--- config.mk ---
export PLATFORM = sky130hd
export DESIGN_NAME = fwd_hazard_ctrl
export DESIGN_NICKNAME = d
export VERILOG_FILES = /design/src/rtl/fwd_hazard_ctrl.sv
export SDC_FILE = /design/constraint.sdc
export NUM_CORES = 1
export LEC_CHECK = 0
export BUFFER_PORTS_ARGS = -buffer_cell sky130_fd_sc_hd__buf_2
export CAP_MARGIN = 20
export CELL_PAD_IN_SITES_DETAIL_PLACEMENT = 0
export CELL_PAD_IN_SITES_GLOBAL_PLACEMENT = 2
export CORE_ASPECT_RATIO = 1.75
export CORE_MARGIN = 5
export CORE_UTILIZATION = 33
export CTS_CLUSTER_SIZE = 8
export DETAILED_ROUTE_END_ITERATION = 6
export PLACE_DENSITY = 0.83
export SLEW_MARGIN = 20
export SYNTH_ARGS = -nofsm -noshare
export SYNTH_HDL_FRONTEND = slang
export SYNTH_HIERARCHICAL = 1
export SYNTH_SLANG_ARGS = --single-unit
--- constraint.sdc ---
create_clock -name clk -period 2.2 [get_ports clk]
set_input_delay 0.33 -clock clk [delete_from_list [all_inputs] [get_ports clk]]
set_output_delay 0.33 -clock clk [all_outputs]
set_load 0.02 [all_outputs]
--- src/rtl/fwd_hazard_ctrl.sv ---
// EX-stage forwarding select and load-use hazard control.
// Keeps a shadow of the destination/control fields for ID/EX, EX/MEM and
// MEM/WB, derives the operand bypass selects from that registered state, and
// raises a one-cycle stall (with bubble) when a load feeds the next instruction.

// Per-operand bypass select: the newest producer (EX/MEM) wins over MEM/WB.
module fwd_sel #(
  parameter int REG_ADDR_W = 4
) (
  input  logic [REG_ADDR_W-1:0] src,
  input  logic                  src_used,
  input  logic                  exm_ok,
  input  logic [REG_ADDR_W-1:0] exm_rd,
  input  logic                  wb_ok,
  input  logic [REG_ADDR_W-1:0] wb_rd,
  output logic [1:0]            sel
);
  // Priority mux; code 11 can never be produced.
  always_comb begin
    sel = 2'b00;
    if (src_used && exm_ok && (exm_rd == src))    sel = 2'b10;
    else if (src_used && wb_ok && (wb_rd == src)) sel = 2'b01;
  end
endmodule

module fwd_hazard_ctrl #(
  parameter int REG_ADDR_W = 4,
  parameter int CNT_W      = 16
) (
  input  logic                  clk,
  input  logic                  rst_n,
  input  logic                  freeze,
  input  logic                  flush,
  input  logic                  id_valid,
  input  logic [REG_ADDR_W-1:0] id_rs,
  input  logic [REG_ADDR_W-1:0] id_rt,
  input  logic                  id_rs_used,
  input  logic                  id_rt_used,
  input  logic [REG_ADDR_W-1:0] id_rd,
  input  logic                  id_reg_write,
  input  logic                  id_mem_read,
  output logic [1:0]            forward_a,
  output logic [1:0]            forward_b,
  output logic                  stall,
  output logic [CNT_W-1:0]      stall_count
);
  localparam int STAGES  = 2;  // vld_pipe: [0]=ID/EX, [1]=EX/MEM, [2]=MEM/WB
  localparam int NUM_OPS = 2;  // operand A, operand B

  typedef struct packed {
    logic [REG_ADDR_W-1:0] rs;
    logic [REG_ADDR_W-1:0] rt;
    logic                  rs_used;
    logic                  rt_used;
    logic [REG_ADDR_W-1:0] rd;
    logic                  reg_write;
    logic                  mem_read;
  } idex_t;

  typedef struct packed {
    logic [REG_ADDR_W-1:0] rd;
    logic                  reg_write;
    logic                  mem_read;
  } exm_t;

  // Load data and ALU data are bypassed identically from writeback, so the
  // load flag has no consumer past EX/MEM and is not carried further.
  typedef struct packed {
    logic [REG_ADDR_W-1:0] rd;
    logic                  reg_write;
  } wb_t;

  logic [STAGES:0] vld_pipe;
  idex_t           idex, idex_nxt;
  exm_t            exm;
  wb_t             wb;
  logic            load_use, id_take;
  logic            exm_ok, wb_ok;

  logic [NUM_OPS-1:0][REG_ADDR_W-1:0] op_src;
  logic [NUM_OPS-1:0]                 op_used;
  logic [NUM_OPS-1:0][1:0]            op_sel;

  // Load in ID/EX whose destination is read by the instruction in ID.
  always_comb begin
    load_use = vld_pipe[0] && idex.mem_read && (idex.rd != '0) && id_valid &&
               ((id_rs_used && (id_rs == idex.rd)) ||
                (id_rt_used && (id_rt == idex.rd)));
  end

  // Flush squashes the consumer, so there is nothing to stall for.
  assign stall   = load_use && !flush;
  assign id_take = id_valid && !flush && !stall;

  // Next ID/EX contents: the ID instruction, or an all-zero bubble.
  always_comb begin
    idex_nxt = '0;
    if (id_take)
      idex_nxt = '{id_rs, id_rt, id_rs_used, id_rt_used, id_rd, id_reg_write, id_mem_read};
  end

  // Shadow pipeline advance and saturating stall counter; freeze holds all.
  always_ff @(posedge clk) begin
    if (!rst_n) begin
      vld_pipe    <= '0;
      idex        <= '0;
      exm         <= '0;
      wb          <= '0;
      stall_count <= '0;
    end else if (!freeze) begin
      vld_pipe <= {vld_pipe[STAGES-1:0], id_take};
      idex     <= idex_nxt;
      exm      <= '{idex.rd, idex.reg_write, idex.mem_read};
      wb       <= '{exm.rd, exm.reg_write};
      if (stall && (stall_count != '1))
        stall_count <= stall_count + 1'b1;
    end
  end

  // A load's EX/MEM value is an address, never a bypassable result.
  assign exm_ok = vld_pipe[1] && exm.reg_write && !exm.mem_read && (exm.rd != '0);
  assign wb_ok  = vld_pipe[2] && wb.reg_write && (wb.rd != '0);

  assign op_src  = {idex.rt, idex.rs};
  assign op_used = {idex.rt_used && vld_pipe[0], idex.rs_used && vld_pipe[0]};

  for (genvar i = 0; i < NUM_OPS; i++) begin : g_op
    fwd_sel #(.REG_ADDR_W(REG_ADDR_W)) u_sel (
      .src      (op_src[i]),
      .src_used (op_used[i]),
      .exm_ok   (exm_ok),
      .exm_rd   (exm.rd),
      .wb_ok    (wb_ok),
      .wb_rd    (wb.rd),
      .sel      (op_sel[i])
    );
  end

  assign forward_a = op_sel[0];
  assign forward_b = op_sel[1];
endmodule

==> results of run 1 <==
cells in the mapped netlist, types with 2 or more instances:
cell,number
sky130_fd_sc_hd__xor2_1,13
sky130_fd_sc_hd__nand2_1,10
sky130_fd_sc_hd__and2_2,2
sky130_fd_sc_hd__o31ai_1,5
sky130_fd_sc_hd__o21ai_1,4
sky130_fd_sc_hd__nand3_1,9
sky130_fd_sc_hd__dfxtp_1,46
sky130_fd_sc_hd__nor3_2,3
sky130_fd_sc_hd__nand4_1,2
sky130_fd_sc_hd__mux2i_1,13
sky130_fd_sc_hd__and3_4,2
sky130_fd_sc_hd__or3_1,7
sky130_fd_sc_hd__nor3_1,6
sky130_fd_sc_hd__and4_4,3
sky130_fd_sc_hd__a22oi_1,16
sky130_fd_sc_hd__inv_1,4
sky130_fd_sc_hd__a21oi_1,11
sky130_fd_sc_hd__o21a_1,6
sky130_fd_sc_hd__and2_1,3
sky130_fd_sc_hd__or4_1,5
sky130_fd_sc_hd__o21ai_0,2
sky130_fd_sc_hd__xnor2_1,13
sky130_fd_sc_hd__buf_6,2
sky130_fd_sc_hd__nor4_1,3
sky130_fd_sc_hd__clkbuf_1,6
sky130_fd_sc_hd__a211oi_2,2
sky130_fd_sc_hd__nor2_1,32
placed cells by master, fill, tap and decap left out, types with 2 or more instances in the layout:
master                      count
sky130_fd_sc_hd__dfxtp_1       46
sky130_fd_sc_hd__buf_2         41
sky130_fd_sc_hd__nor2_1        32
sky130_fd_sc_hd__a22oi_1       16
sky130_fd_sc_hd__xnor2_1       13
sky130_fd_sc_hd__xor2_1        13
sky130_fd_sc_hd__mux2i_1       13
sky130_fd_sc_hd__buf_4         12
sky130_fd_sc_hd__a21oi_1       11
sky130_fd_sc_hd__nand2_1       10
sky130_fd_sc_hd__nand3_1        9
sky130_fd_sc_hd__or3_1          7
sky130_fd_sc_hd__nor3_1         6
sky130_fd_sc_hd__o21a_1         6
sky130_fd_sc_hd__o31ai_1        5
sky130_fd_sc_hd__or4_1          5
sky130_fd_sc_hd__clkbuf_16      5
sky130_fd_sc_hd__inv_1          4
sky130_fd_sc_hd__o21ai_1        4
sky130_fd_sc_hd__nor3_2         3
sky130_fd_sc_hd__and4_4         3
sky130_fd_sc_hd__and2_1         3
sky130_fd_sc_hd__nor4_1         2
sky130_fd_sc_hd__nand4_1        2
sky130_fd_sc_hd__o21ai_0        2
sky130_fd_sc_hd__and3_4         2
sky130_fd_sc_hd__and2_2         2
sky130_fd_sc_hd__a211oi_2       2
sky130_fd_sc_hd__buf_12         2
metal layers:
layer | up-vias | part of all wire | global-route usage
met2 | 36 | 0.57 | 0.2545
met5 | - | 0 | 0
li1 | 986 | - | -
met3 | 6 | 0.047 | 0.03378
met4 | 0 | 0.015 | 0.05081
met1 | 912 | 0.37 | 0.1412
cells by family after synthesis:
group	share of synthesized area
AND/OR/NAND/NOR	0.2416
AO/OA/AOI/OAI	0.1529
flip-flops	0.4078
XOR/XNOR	0.1008
buffers and inverters	0.03379
multiplexers	0.05762
adder cells (fa/ha/maj)	0.005539
area by class of cell:
class	instances	area, sq um
clock buffer	6	128.9
clock inverter	2	37.54
fill	704	3938
inverter	4	15.01
multi-input combinational	184	1276
sequential	46	920.9
tap	84	105.1
timing repair buffer	55	335.3
flip-flops by register name, summed over array words and instances, names as in the netlist:
name	count
idex	16
exm	6
wb	5
stall_count	16
vld_pipe	3
report_power, final:
part / switching [mW] / internal, mW / leakage [nW] / total [mW]
Sequential: 0.0116 / 0.843 / 0.372 / 0.854
Clock: 0.311 / 0.536 / 0.0771 / 0.847
Combinational: 0.0637 / 0.0531 / 0.713 / 0.117
Total: 0.386 / 1.43 / 1.16 / 1.82
worst min path at each step:
| stage | slack, ns | cells past startpoint | end |
|---|---|---|---|
| floorplan | 0.45 | 1 | stall_count[8] |
| global placement | 0.48 | 2 | wb[0] |
| detailed placement | 0.49 | 2 | wb[0] |
| CTS | 0.27 | 3 | idex[3] |
| global route | 0.28 | 3 | idex[3] |
| finish | 0.27 | 3 | idex[3] |
timing repair:
item                                    in CTS  in global routing
endpoints found under the setup margin      16                  2
gates cloned                                 0                  1
buffers inserted                             1                  0
gates resized for setup                      0                  1
hold buffers                                 0                  0
pin swaps                                    1                  1
worst register-to-register path, cell delays in order (launching register included):
cell	delay [ns]
sky130_fd_sc_hd__dfxtp_1	0.35
sky130_fd_sc_hd__buf_4	0.15
sky130_fd_sc_hd__xor2_1	0.15
sky130_fd_sc_hd__nor3_1	0.23
sky130_fd_sc_hd__and4_4	0.33
sky130_fd_sc_hd__o21ai_2	0.16
sky130_fd_sc_hd__or4_1	0.50
sky130_fd_sc_hd__a21oi_1	0.14
==> impl_results.md, run 1 <==
* Outcome: complete, no violations
* Antenna violations before repair at 0
* Post-synthesis cell type count at 41
* Beginning of the worst hold path: id_rd[1]
* Minimum setup slack in the final design at 0.08783 ns
* TritonCTS Buffers at 5
* Tcrit/Tclk final at 0.9601
* Post-synth net total at 266
* Overflow left after global routing at 0
* IR drop worst, VDD at 0.0006996 V
* Hold WC Path Type: in -> reg
* Yosys top cell by area: sky130_fd_sc_hd__dfxtp_1
* Total number of yosys warnings at 6
* Tot GR Track Use at 0.1367
* Worst rel slew slack at 0.7093
* ANT cells at 0
* Type of element capturing the critical path: output port
* Cell Rows at 40
* Cells taking the most area after synthesis: sky130_fd_sc_hd__dfxtp_1, sky130_fd_sc_hd__mux2i_1, sky130_fd_sc_hd__a22oi_1
* Number of cells on the worst reg-to-reg path at 7
* Gate Count Post-Synth at 244
* Mean number of vias per cell at 5.092
* R2R Path Start: idex[2]
* Part of the Yosys area used for sequential elements at 0.4078
* Mean instance size in the synthesized netlist at 9.256 sq um
* Clock transition at the registers of the reported paths at 0.06 ns
* Final Hold Viols at 0
* Post-DP Area at 0.002618 sq mm
* DIE WIDTH at 72.54 um
* CP Capture Point: stall
* Clock tree from TritonCTS: yes
* Number of max-slew violations in the final report at 0
* Fraction of synthesis flops using an asynchronous set or reset pin at 0
* Number of enable-type register cells in the synthesized netlist at 0
* Cell depth of the worst setup path at 6
* Worst-case clock skew at 0.009585 ns
* Number of antenna-violating nets in the routed design at 0
* Number of standard cells in the final layout excluding fillers at 381
* Initial detailed-routing violation count at 72
* Total routed wirelength at 5896 um
* Setup slack of the worst register-to-register path at 0.12 ns
* Final std cell area, no fill at 0.002819 sq mm
* Worst slack at placement at -0.01843 ns
* Clk root buf: sky130_fd_sc_hd__clkbuf_16
* Chip Height at 119.4 um
* Signed area change from the synthesized netlist to the final layout at 24.82%
* Reg2reg end: stall_count[9]
* Final setup violation count at 0
* Ratio of cells with drive above 1 in the final layout at 0.2727
* Average wire per cell in the routed design at 15.48 um
* Post-synthesis instance area at 0.002258 sq mm
* HPWL after DPL at 4323 um
* Minimum clock period at 2.112 ns
* Clock insertion delay at the later pin of the skew report at 0.29 ns
* Highest attainable clock frequency at 0.4734 GHz
* Leakage power at 1.162 nW
* CP delay by family, top: simple AND/OR/NAND/NOR gates
* Number of buffers on the longest clock path at 2
* Startpoint of the worst setup timing path: idex[2]
* Total clock sinks at 46
* Maximum number of pins on one net before global-route repair at 35
* Global-route wire length before repair at 9218 um
* Total number of vias at 1940
* Critical path data required time at 1.87 ns
* Largest fanout on the critical path at 5
* Nets at 318
* Detailed Routing Iterations Pass 1 at 4
* # DRC at 0
* Area enclosed by the die boundary at 0.008663 sq mm
* Worst path bufs/invs at 2
* Number of global-route vias before repair at 1876
* Unrepaired setup endpoints after global routing: false
* Inst Count DP at 371
* H-tree depth reported by CTS at 2
* Element type at the critical path start: register
* IO Pins at 42
* Seq cells post-synth at 46
* Worst path arrival time at 1.78 ns
* Placer's final routability congestion estimate at 0.7481
* Slew of the pin with the lowest slew margin at 0.4360 ns
* Quantity of I/O buffers inserted on ports at 41
* Placeable core region at 0.006756 sq mm
* Predominant post-synthesis flop cell: sky130_fd_sc_hd__dfxtp_1
* Cell with the largest stage delay on the worst path: sky130_fd_sc_hd__dfxtp_1
* Accumulated negative setup slack at 0 ns
* Fraction of synthesized cell area taken by the top area cell type at 0.4078
* Final worst hold slack at 0.2722 ns
* Total power at 1.818 mW
* Initial core utilization at 0.3343
* Critical path type: reg -> out
* End-of-flow core utilization at 0.4172
* Power Density at 645.0 mW/mm^2
* Delay of the slowest critical-path stage at 0.35 ns
* Series of cell instances along the critical path: buf_4 -> xor2_1 -> nor3_1 -> and4_4 -> or2_2 -> buf_2
* Max Cap Viol at 0
No activity file was read; power rests on OpenSTA's default activity.
==> run 2, diff against run 1 <==
--- a/config.mk
+++ b/config.mk
@@ -11,10 +11,11 @@
 export CELL_PAD_IN_SITES_GLOBAL_PLACEMENT = 2
 export CORE_ASPECT_RATIO = 1.75
 export CORE_MARGIN = 5
-export CORE_UTILIZATION = 33
+export CORE_UTILIZATION = 35
+export CTS_BUF_LIST = sky130_fd_sc_hd__clkbuf_8
 export CTS_CLUSTER_SIZE = 8
 export DETAILED_ROUTE_END_ITERATION = 6
-export PLACE_DENSITY = 0.83
+export PLACE_DENSITY = 0.87
 export SLEW_MARGIN = 20
 export SYNTH_ARGS = -nofsm -noshare
 export SYNTH_HDL_FRONTEND = slang
==> run 2 against run 1 <==
Critical path depth decreased by 1; clock-buffer cell count decreased by 1; sequential share of layout area increased by 1.5 points; non-clock buffer count decreased by 1; final cell count decreased by 1.8%; sequential power about the same; utilization increased by 1.7 points; highest routed layer unchanged; combinational power about the same; via count increased by 1.4%; total power decreased by 20%; largest cell class unchanged; worst hold slack got worse by 0.010 ns; worst setup slack improved by 0.052 ns.
==> impl_results.md, run 2 (synthesized netlist as in run 1, its figures left out) <==
* Outcome: complete, no violations
* Routing usage on met2 at 0.2864
* HPWL after DPL at 4345 um
* Total number of vias at 1967
* Clock tree from TritonCTS: yes
* Signed area change from the synthesized netlist to the final layout at 19.67%
* Minimum setup slack in the final design at 0.1400 ns
* Global-route wire length before repair at 9549 um
* TritonCTS Buffers at 5
* Critical path data required time at 1.87 ns
* Final Hold Viols at 0
* IO Pins at 42
* Chip Height at 116.3 um
* Ratio of cells with drive above 1 in the final layout at 0.2687
* Number of max-slew violations in the final report at 0
* Minimum clock period at 2.060 ns
* Worst path bufs/invs at 1
* CP delay by family, top: simple AND/OR/NAND/NOR gates
* Tcrit/Tclk final at 0.9363
* Number of buffers on the longest clock path at 2
* Overflow left after global routing at 0
* Total routed wirelength at 5782 um
* IR drop worst, VDD at 0.0004596 V
* Number of global-route vias before repair at 1980
* Number of instances on the worst hold path at 3
* Total clock sinks at 46
* Worst slack at placement at 0.04022 ns
* Number of cells on the worst reg-to-reg path at 7
* Final worst hold slack at 0.2620 ns
* Placeable core region at 0.006228 sq mm
* R2R Path Start: stall_count[3]
* Most frequent cells in the layout: sky130_fd_sc_hd__dfxtp_1, sky130_fd_sc_hd__buf_2, sky130_fd_sc_hd__nor2_1
* Cell with the largest stage delay on the worst path: sky130_fd_sc_hd__dfxtp_1
* Number of antenna-violating nets in the routed design at 0
* Quantity of I/O buffers inserted on ports at 41
* Slew of the pin with the lowest slew margin at 0.5314 ns
* Startpoint of the worst setup timing path: idex[5]
* Cell Rows at 38
* Maximum number of pins on one net before global-route repair at 32
* Hold WC Path Type: in -> reg
* Setup slack of the worst register-to-register path at 0.18 ns
* DIE WIDTH at 70.72 um
* Element type at the critical path start: register
* # DRC at 0
* Delay of the slowest critical-path stage at 0.37 ns
* Power Density at 536.8 mW/mm^2
* Grt peak-use layer: met2
* Worst rel slew slack at 0.6444
* Nets at 316
* Beginning of the worst hold path: id_rd[2]
* Worst-case clock skew at 0.006289 ns
* Clock transition at the registers of the reported paths at 0.08 ns
* Initial detailed-routing violation count at 78
* Met3 track demand over resource at 0.03187
* Cell depth of the worst setup path at 5
* H-tree depth reported by CTS at 2
* ANT cells at 0
* Initial core utilization at 0.3626
* Reg2reg end: stall_count[6]
* Detailed Routing Iterations Pass 1 at 4
* Largest registers: idex (16), stall_count (16), exm (6)
* Max Cap Viol at 0
* Average wire per cell in the routed design at 15.46 um
* Highest attainable clock frequency at 0.4854 GHz
* Leakage power at 1.124 nW
* Clk root buf: sky130_fd_sc_hd__clkbuf_8
* Mean number of vias per cell at 5.259
* End point of the worst hold path: idex[4]
* Met1 track demand over resource at 0.1512
* Unrepaired setup endpoints after global routing: false
* Final setup violation count at 0
* Largest fanout on the critical path at 5
* Accumulated negative setup slack at 0 ns
* Critical path type: reg -> out
* Tot GR Track Use at 0.1488
* Area enclosed by the die boundary at 0.008222 sq mm
* Most common cell after layout, fill and taps aside: sky130_fd_sc_hd__dfxtp_1
* Antenna violations before repair at 0
* Series of cell instances along the critical path: nor4_2 -> nor3_2 -> and4_4 -> or2_2 -> buf_2
* Worst path arrival time at 1.73 ns
* Type of element capturing the critical path: output port
* Count of fill cells added during filler insertion at 640
* Clock insertion delay at the later pin of the skew report at 0.30 ns
* Placer's final routability congestion estimate at 0.7495
## run 2: layout make-up
type / instances / area, sq um / share of cell area
inverters: 4 / 15.01 / 0.005556
flip-flops and latches: 46 / 922.1 / 0.3412
clock inverters: 2 / 7.507 / 0.002778
multi-input cells: 183 / 1274 / 0.4713
repair buffers: 54 / 315.3 / 0.1167
well taps: 80 / 100.1 / 0.03704
clock buffers: 5 / 68.82 / 0.02546
## run 2: timing repair
action,CTS,global route
resized for setup,0,3
buffers inserted,0,2
endpoints found under the setup margin,0,22
hold buffers,0,0
## run 2: worst max path at each step
stage / end
floorplan: stall_count[10]
global placement: idex[11]
detailed placement: idex[0]
CTS: idex[0]
global route: forward_a[0]
finish: stall
## run 2: worst min-delay path, cell delays in order
cell and delay (ns):
sky130_fd_sc_hd__buf_2 0.07, sky130_fd_sc_hd__a22oi_1 0.05, sky130_fd_sc_hd__nor2_1 0.07
## run 2: per-stage QoR
stage	utilization	total power, mW	instance area, sq um	std cells
2_1_floorplan	-	0.9397	2258	244
3_3_place_gp	0.4170	0.9850	2597	365
3_5_place_dp	0.4170	0.9865	2597	365
4_1_cts	0.4293	1.477	2674	372
5_1_grt	0.4339	1.533	2703	374
6_report	0.4339	1.451	2703	374
## run 2: routing by layer
layer,share of wire,vias to the layer above
met4,0.033,0
met1,0.38,928
li1,-,973
met3,0.043,14
met2,0.54,52
met5,0,-
## run 2: report_power, final
| group | switching (mW) | internal [mW] | total (mW) |
|---|---|---|---|
| Sequential | 0.0124 | 0.842 | 0.854 |
| Combinational | 0.0629 | 0.0513 | 0.114 |
| Clock | 0.272 | 0.210 | 0.482 |
==> run 3, diff against run 2 <==
--- a/config.mk
+++ b/config.mk
@@ -5,17 +5,18 @@
 export SDC_FILE = /design/constraint.sdc
 export NUM_CORES = 1
 export LEC_CHECK = 0
+export ABC_AREA = 1
 export BUFFER_PORTS_ARGS = -buffer_cell sky130_fd_sc_hd__buf_2
 export CAP_MARGIN = 20
 export CELL_PAD_IN_SITES_DETAIL_PLACEMENT = 0
 export CELL_PAD_IN_SITES_GLOBAL_PLACEMENT = 2
 export CORE_ASPECT_RATIO = 1.75
 export CORE_MARGIN = 5
-export CORE_UTILIZATION = 35
+export CORE_UTILIZATION = 31
 export CTS_BUF_LIST = sky130_fd_sc_hd__clkbuf_8
 export CTS_CLUSTER_SIZE = 8
 export DETAILED_ROUTE_END_ITERATION = 6
-export PLACE_DENSITY = 0.87
+export PLACE_DENSITY = 0.86
 export SLEW_MARGIN = 20
 export SYNTH_ARGS = -nofsm -noshare
 export SYNTH_HDL_FRONTEND = slang
==> run 3 against run 2 <==
Critical path depth grew 4; final cell count is 54% higher; maximum frequency grew 1.0%; synthesized cell count is 70% higher; sequential power grew 2.9%; critical path type unchanged; utilization is 5.9 points lower.
==> impl_results.md, run 3 <==
* Number of buffers on the longest clock path at 2
* Post-synthesis cell type count at 26
* Multi-input gate area at 0.001494 sq mm
* IR drop worst, VDD at 0.0002922 V
* Global-route wire length before repair at 13320 um
* Largest registers: idex (16), stall_count (16), exm (6)
* Number of global-route vias before repair at 2712
* Worst-case clock skew at 0.009276 ns
* Total number of vias at 2688
* Count of fill cells added during filler insertion at 937
* Reg2reg end: stall_count[15]
* End-of-flow core utilization at 0.3754
* Quantity of I/O buffers inserted on ports at 41
* DIE WIDTH at 79.83 um
* Cell Rows at 44
* Number of max-slew violations in the final report at 0
* Mean instance size in the synthesized netlist at 6.358 sq um
* Placeable core region at 0.008313 sq mm
* Combined flip-flop and latch cell area at 920.9 sq um
* IO Pins at 42
* Type of element capturing the critical path: output port
* Switching part of the total power at 0.2474
* Most frequent cells in the layout: sky130_fd_sc_hd__nand2_1, sky130_fd_sc_hd__nor2_1, sky130_fd_sc_hd__dfxtp_1
* Ratio of cells with drive above 1 in the final layout at 0.1717
* R2R Path Start: stall_count[1]
* Clock insertion delay at the later pin of the skew report at 0.31 ns
* Number of post-CTS setup repair buffers at 0
* Setup slack of the worst register-to-register path at 0.30 ns
* Total clock sinks at 46
* Clk root buf: sky130_fd_sc_hd__clkbuf_8
* Final setup violation count at 0
* Tot GR Track Use at 0.1621
* Initial core utilization at 0.3182
* Average wire per cell in the routed design at 13.81 um
* Fraction of synthesized cell area taken by the top area cell type at 0.3482
* CP Capture Point: stall
* Unrepaired setup endpoints after global routing: false
* Part of the Yosys area used for sequential elements at 0.3482
* Hold Buf Count CTS at 0
* Antenna violations before repair at 0
* Detailed Routing Iterations Pass 1 at 4
* Overflow left after global routing at 0
* Clock transition at the registers of the reported paths at 0.08 ns
* Portion of total power attributed to the clock network at 0.386
* Number of antenna-violating nets in the routed design at 0
* Beginning of the worst hold path: id_rd[0]
* Critical path type: reg -> out
* Total number of yosys warnings at 6
* Inst Count DP at 568
* Placer's final routability congestion estimate at 0.7987
* Slew of the pin with the lowest slew margin at 0.3269 ns
* Clock tree from TritonCTS: yes
* Max Cap Viol at 0
* Largest fanout on the critical path at 10
* Accumulated negative setup slack at 0 ns
* Chip Height at 132.2 um
* Highest attainable clock frequency at 0.4905 GHz
* HPWL after DPL at 6216 um
* Worst rel slew slack at 0.7821
* Leakage power at 1.318 nW
* Post-synth net total at 438
* Number of enable-type register cells in the synthesized netlist at 0
* Minimum clock period at 2.039 ns
* Initial detailed-routing violation count at 124
* Tcrit/Tclk final at 0.9267
* Sequential group share of total power at 0.517
* Nets at 482
* Post-synthesis instance area at 0.002645 sq mm
* Final Hold Viols at 0
* Most common library cells after synthesis: sky130_fd_sc_hd__nand2_1, sky130_fd_sc_hd__nor2_1, sky130_fd_sc_hd__dfxtp_1
* Fraction of synthesis flops using an asynchronous set or reset pin at 0
* Maximum number of pins on one net before global-route repair at 30
* # DRC at 0
* Critical path data required time at 1.87 ns
* Seq cells post-synth at 46
* Cells taking the most area after synthesis: sky130_fd_sc_hd__dfxtp_1, sky130_fd_sc_hd__nand2_1, sky130_fd_sc_hd__nor2_1
* Most common cell after layout, fill and taps aside: sky130_fd_sc_hd__nand2_1
* Power Density at 544.4 mW/mm^2
* Startpoint of the worst setup timing path: idex[3]
* Element type at the critical path start: register
* Gate Count Post-Synth at 416
* Signed area change from the synthesized netlist to the final layout at 17.98%
* TritonCTS Buffers at 5
* Number of cells on the worst reg-to-reg path at 9
* Outcome: complete, no violations
* Number of standard cells in the final layout excluding fillers at 575
* H-tree depth reported by CTS at 2
* Worst path arrival time at 1.71 ns
* ANT cells at 0
* Yosys top cell by area: sky130_fd_sc_hd__dfxtp_1
* Mean number of vias per cell at 4.675
* Hold WC Path Type: in -> reg
* Area enclosed by the die boundary at 0.01055 sq mm
* Total power at 1.699 mW
* Most frequently used cell type in the post-synthesis netlist: sky130_fd_sc_hd__nand2_1
* Predominant post-synthesis flop cell: sky130_fd_sc_hd__dfxtp_1
* Logic pwr share at 0.096
* Total routed wirelength at 7942 um
* Internal power contribution at 1.278 mW
* Power dissipated by switching net loads at 0.4203 mW
-- run 3: cell types whose count changed in the layout (fill, tap and decap cells not counted), moves of 19 or more --
| cell | previous run | this run |
|---|---|---|
| sky130_fd_sc_hd__nor2_1 | 32 | 64 |
| sky130_fd_sc_hd__nand2_1 | 10 | 125 |
| sky130_fd_sc_hd__nand4_1 | 2 | 21 |
| sky130_fd_sc_hd__inv_1 | 6 | 36 |
| sky130_fd_sc_hd__a21oi_1 | 11 | 36 |
-- run 3: layer usage --
metal,GRT usage,up-vias,routed length [um]
met2,0.3153,33,4589
met5,0,-,0
li1,-,1424,-
met1,0.1651,1224,2982
met3,0.03420,7,233
met4,0.05169,0,137
-- run 3: cell type report --
| type | count | area share |
|---|---|---|
| Clock buffer | 6 | 0.02646 |
| Sequential cell | 46 | 0.2951 |
| Tap cell | 115 | 0.04611 |
| Timing Repair Buffer | 51 | 0.08982 |
| Multi-Input combinational cell | 311 | 0.4787 |
| Clock inverter | 1 | 0.009623 |
| Inverter | 45 | 0.05413 |
-- run 3: through the flow --
step / area, sq um / hold WS, ns / setup slack (ns)
floorplan: 2645 / 0.4418 / 0.4599
global placement: 2995 / 0.4542 / 0.3044
detailed placement: 2995 / 0.4584 / 0.2739
CTS: 3108 / 0.2783 / 0.1160
global route: 3120 / 0.2940 / 0.03619
finish: 3120 / 0.2795 / 0.1612
-- run 3: power groups by stage --
| stage | Clock [mW] | Sequential, mW | Combinational (mW) |
|---|---|---|---|
| floorplan | 0 | 0.890 | 0.109 |
| global placement | 0 | 0.899 | 0.165 |
| detailed placement | 0 | 0.899 | 0.166 |
| CTS | 0.671 | 0.879 | 0.166 |
| global route | 0.701 | 0.883 | 0.188 |
| finish | 0.657 | 0.879 | 0.164 |
-- run 3: cell families (layout without fill, tap and decap cells) --
kind of cell / count (synthesis) / after routing / share of synthesized area
adders and majority gates: 1 / 1 / 0.004730
and+or+nand+nor: 246 / 246 / 0.4139
DFF: 46 / 46 / 0.3482
xor gates and xnor gates: 9 / 9 / 0.02980
AOI/OAI and AO/OA: 55 / 55 / 0.1116
buffers and inverters: 59 / 103 / 0.09177
-- run 3: worst min-delay path by stage --
stage,end,cells past startpoint
6_report,idex[2],3
5_1_grt,idex[4],3
4_1_cts,idex[4],3
3_5_place_dp,idex[7],2
3_3_place_gp,idex[7],2
2_1_floorplan,idex[1],2
-- run 3: critical path, cell delays in order (launching register included) --
cell and delay (ns):
sky130_fd_sc_hd__dfxtp_1 0.42, sky130_fd_sc_hd__inv_2 0.09, sky130_fd_sc_hd__nand2_1 0.06, sky130_fd_sc_hd__nand2_1 0.05, sky130_fd_sc_hd__nor2_1 0.09, sky130_fd_sc_hd__nand3_1 0.09, sky130_fd_sc_hd__nand2_2 0.22, sky130_fd_sc_hd__nand2_4 0.15
sky130_fd_sc_hd__inv_2 0.07, sky130_fd_sc_hd__buf_2 0.15
-- run 3: timing repair --
item / CTS / global route
gates resized for setup: 0 / 2
setup endpoints to repair: 0 / 3
hold endpoints to repair: 0 / 0
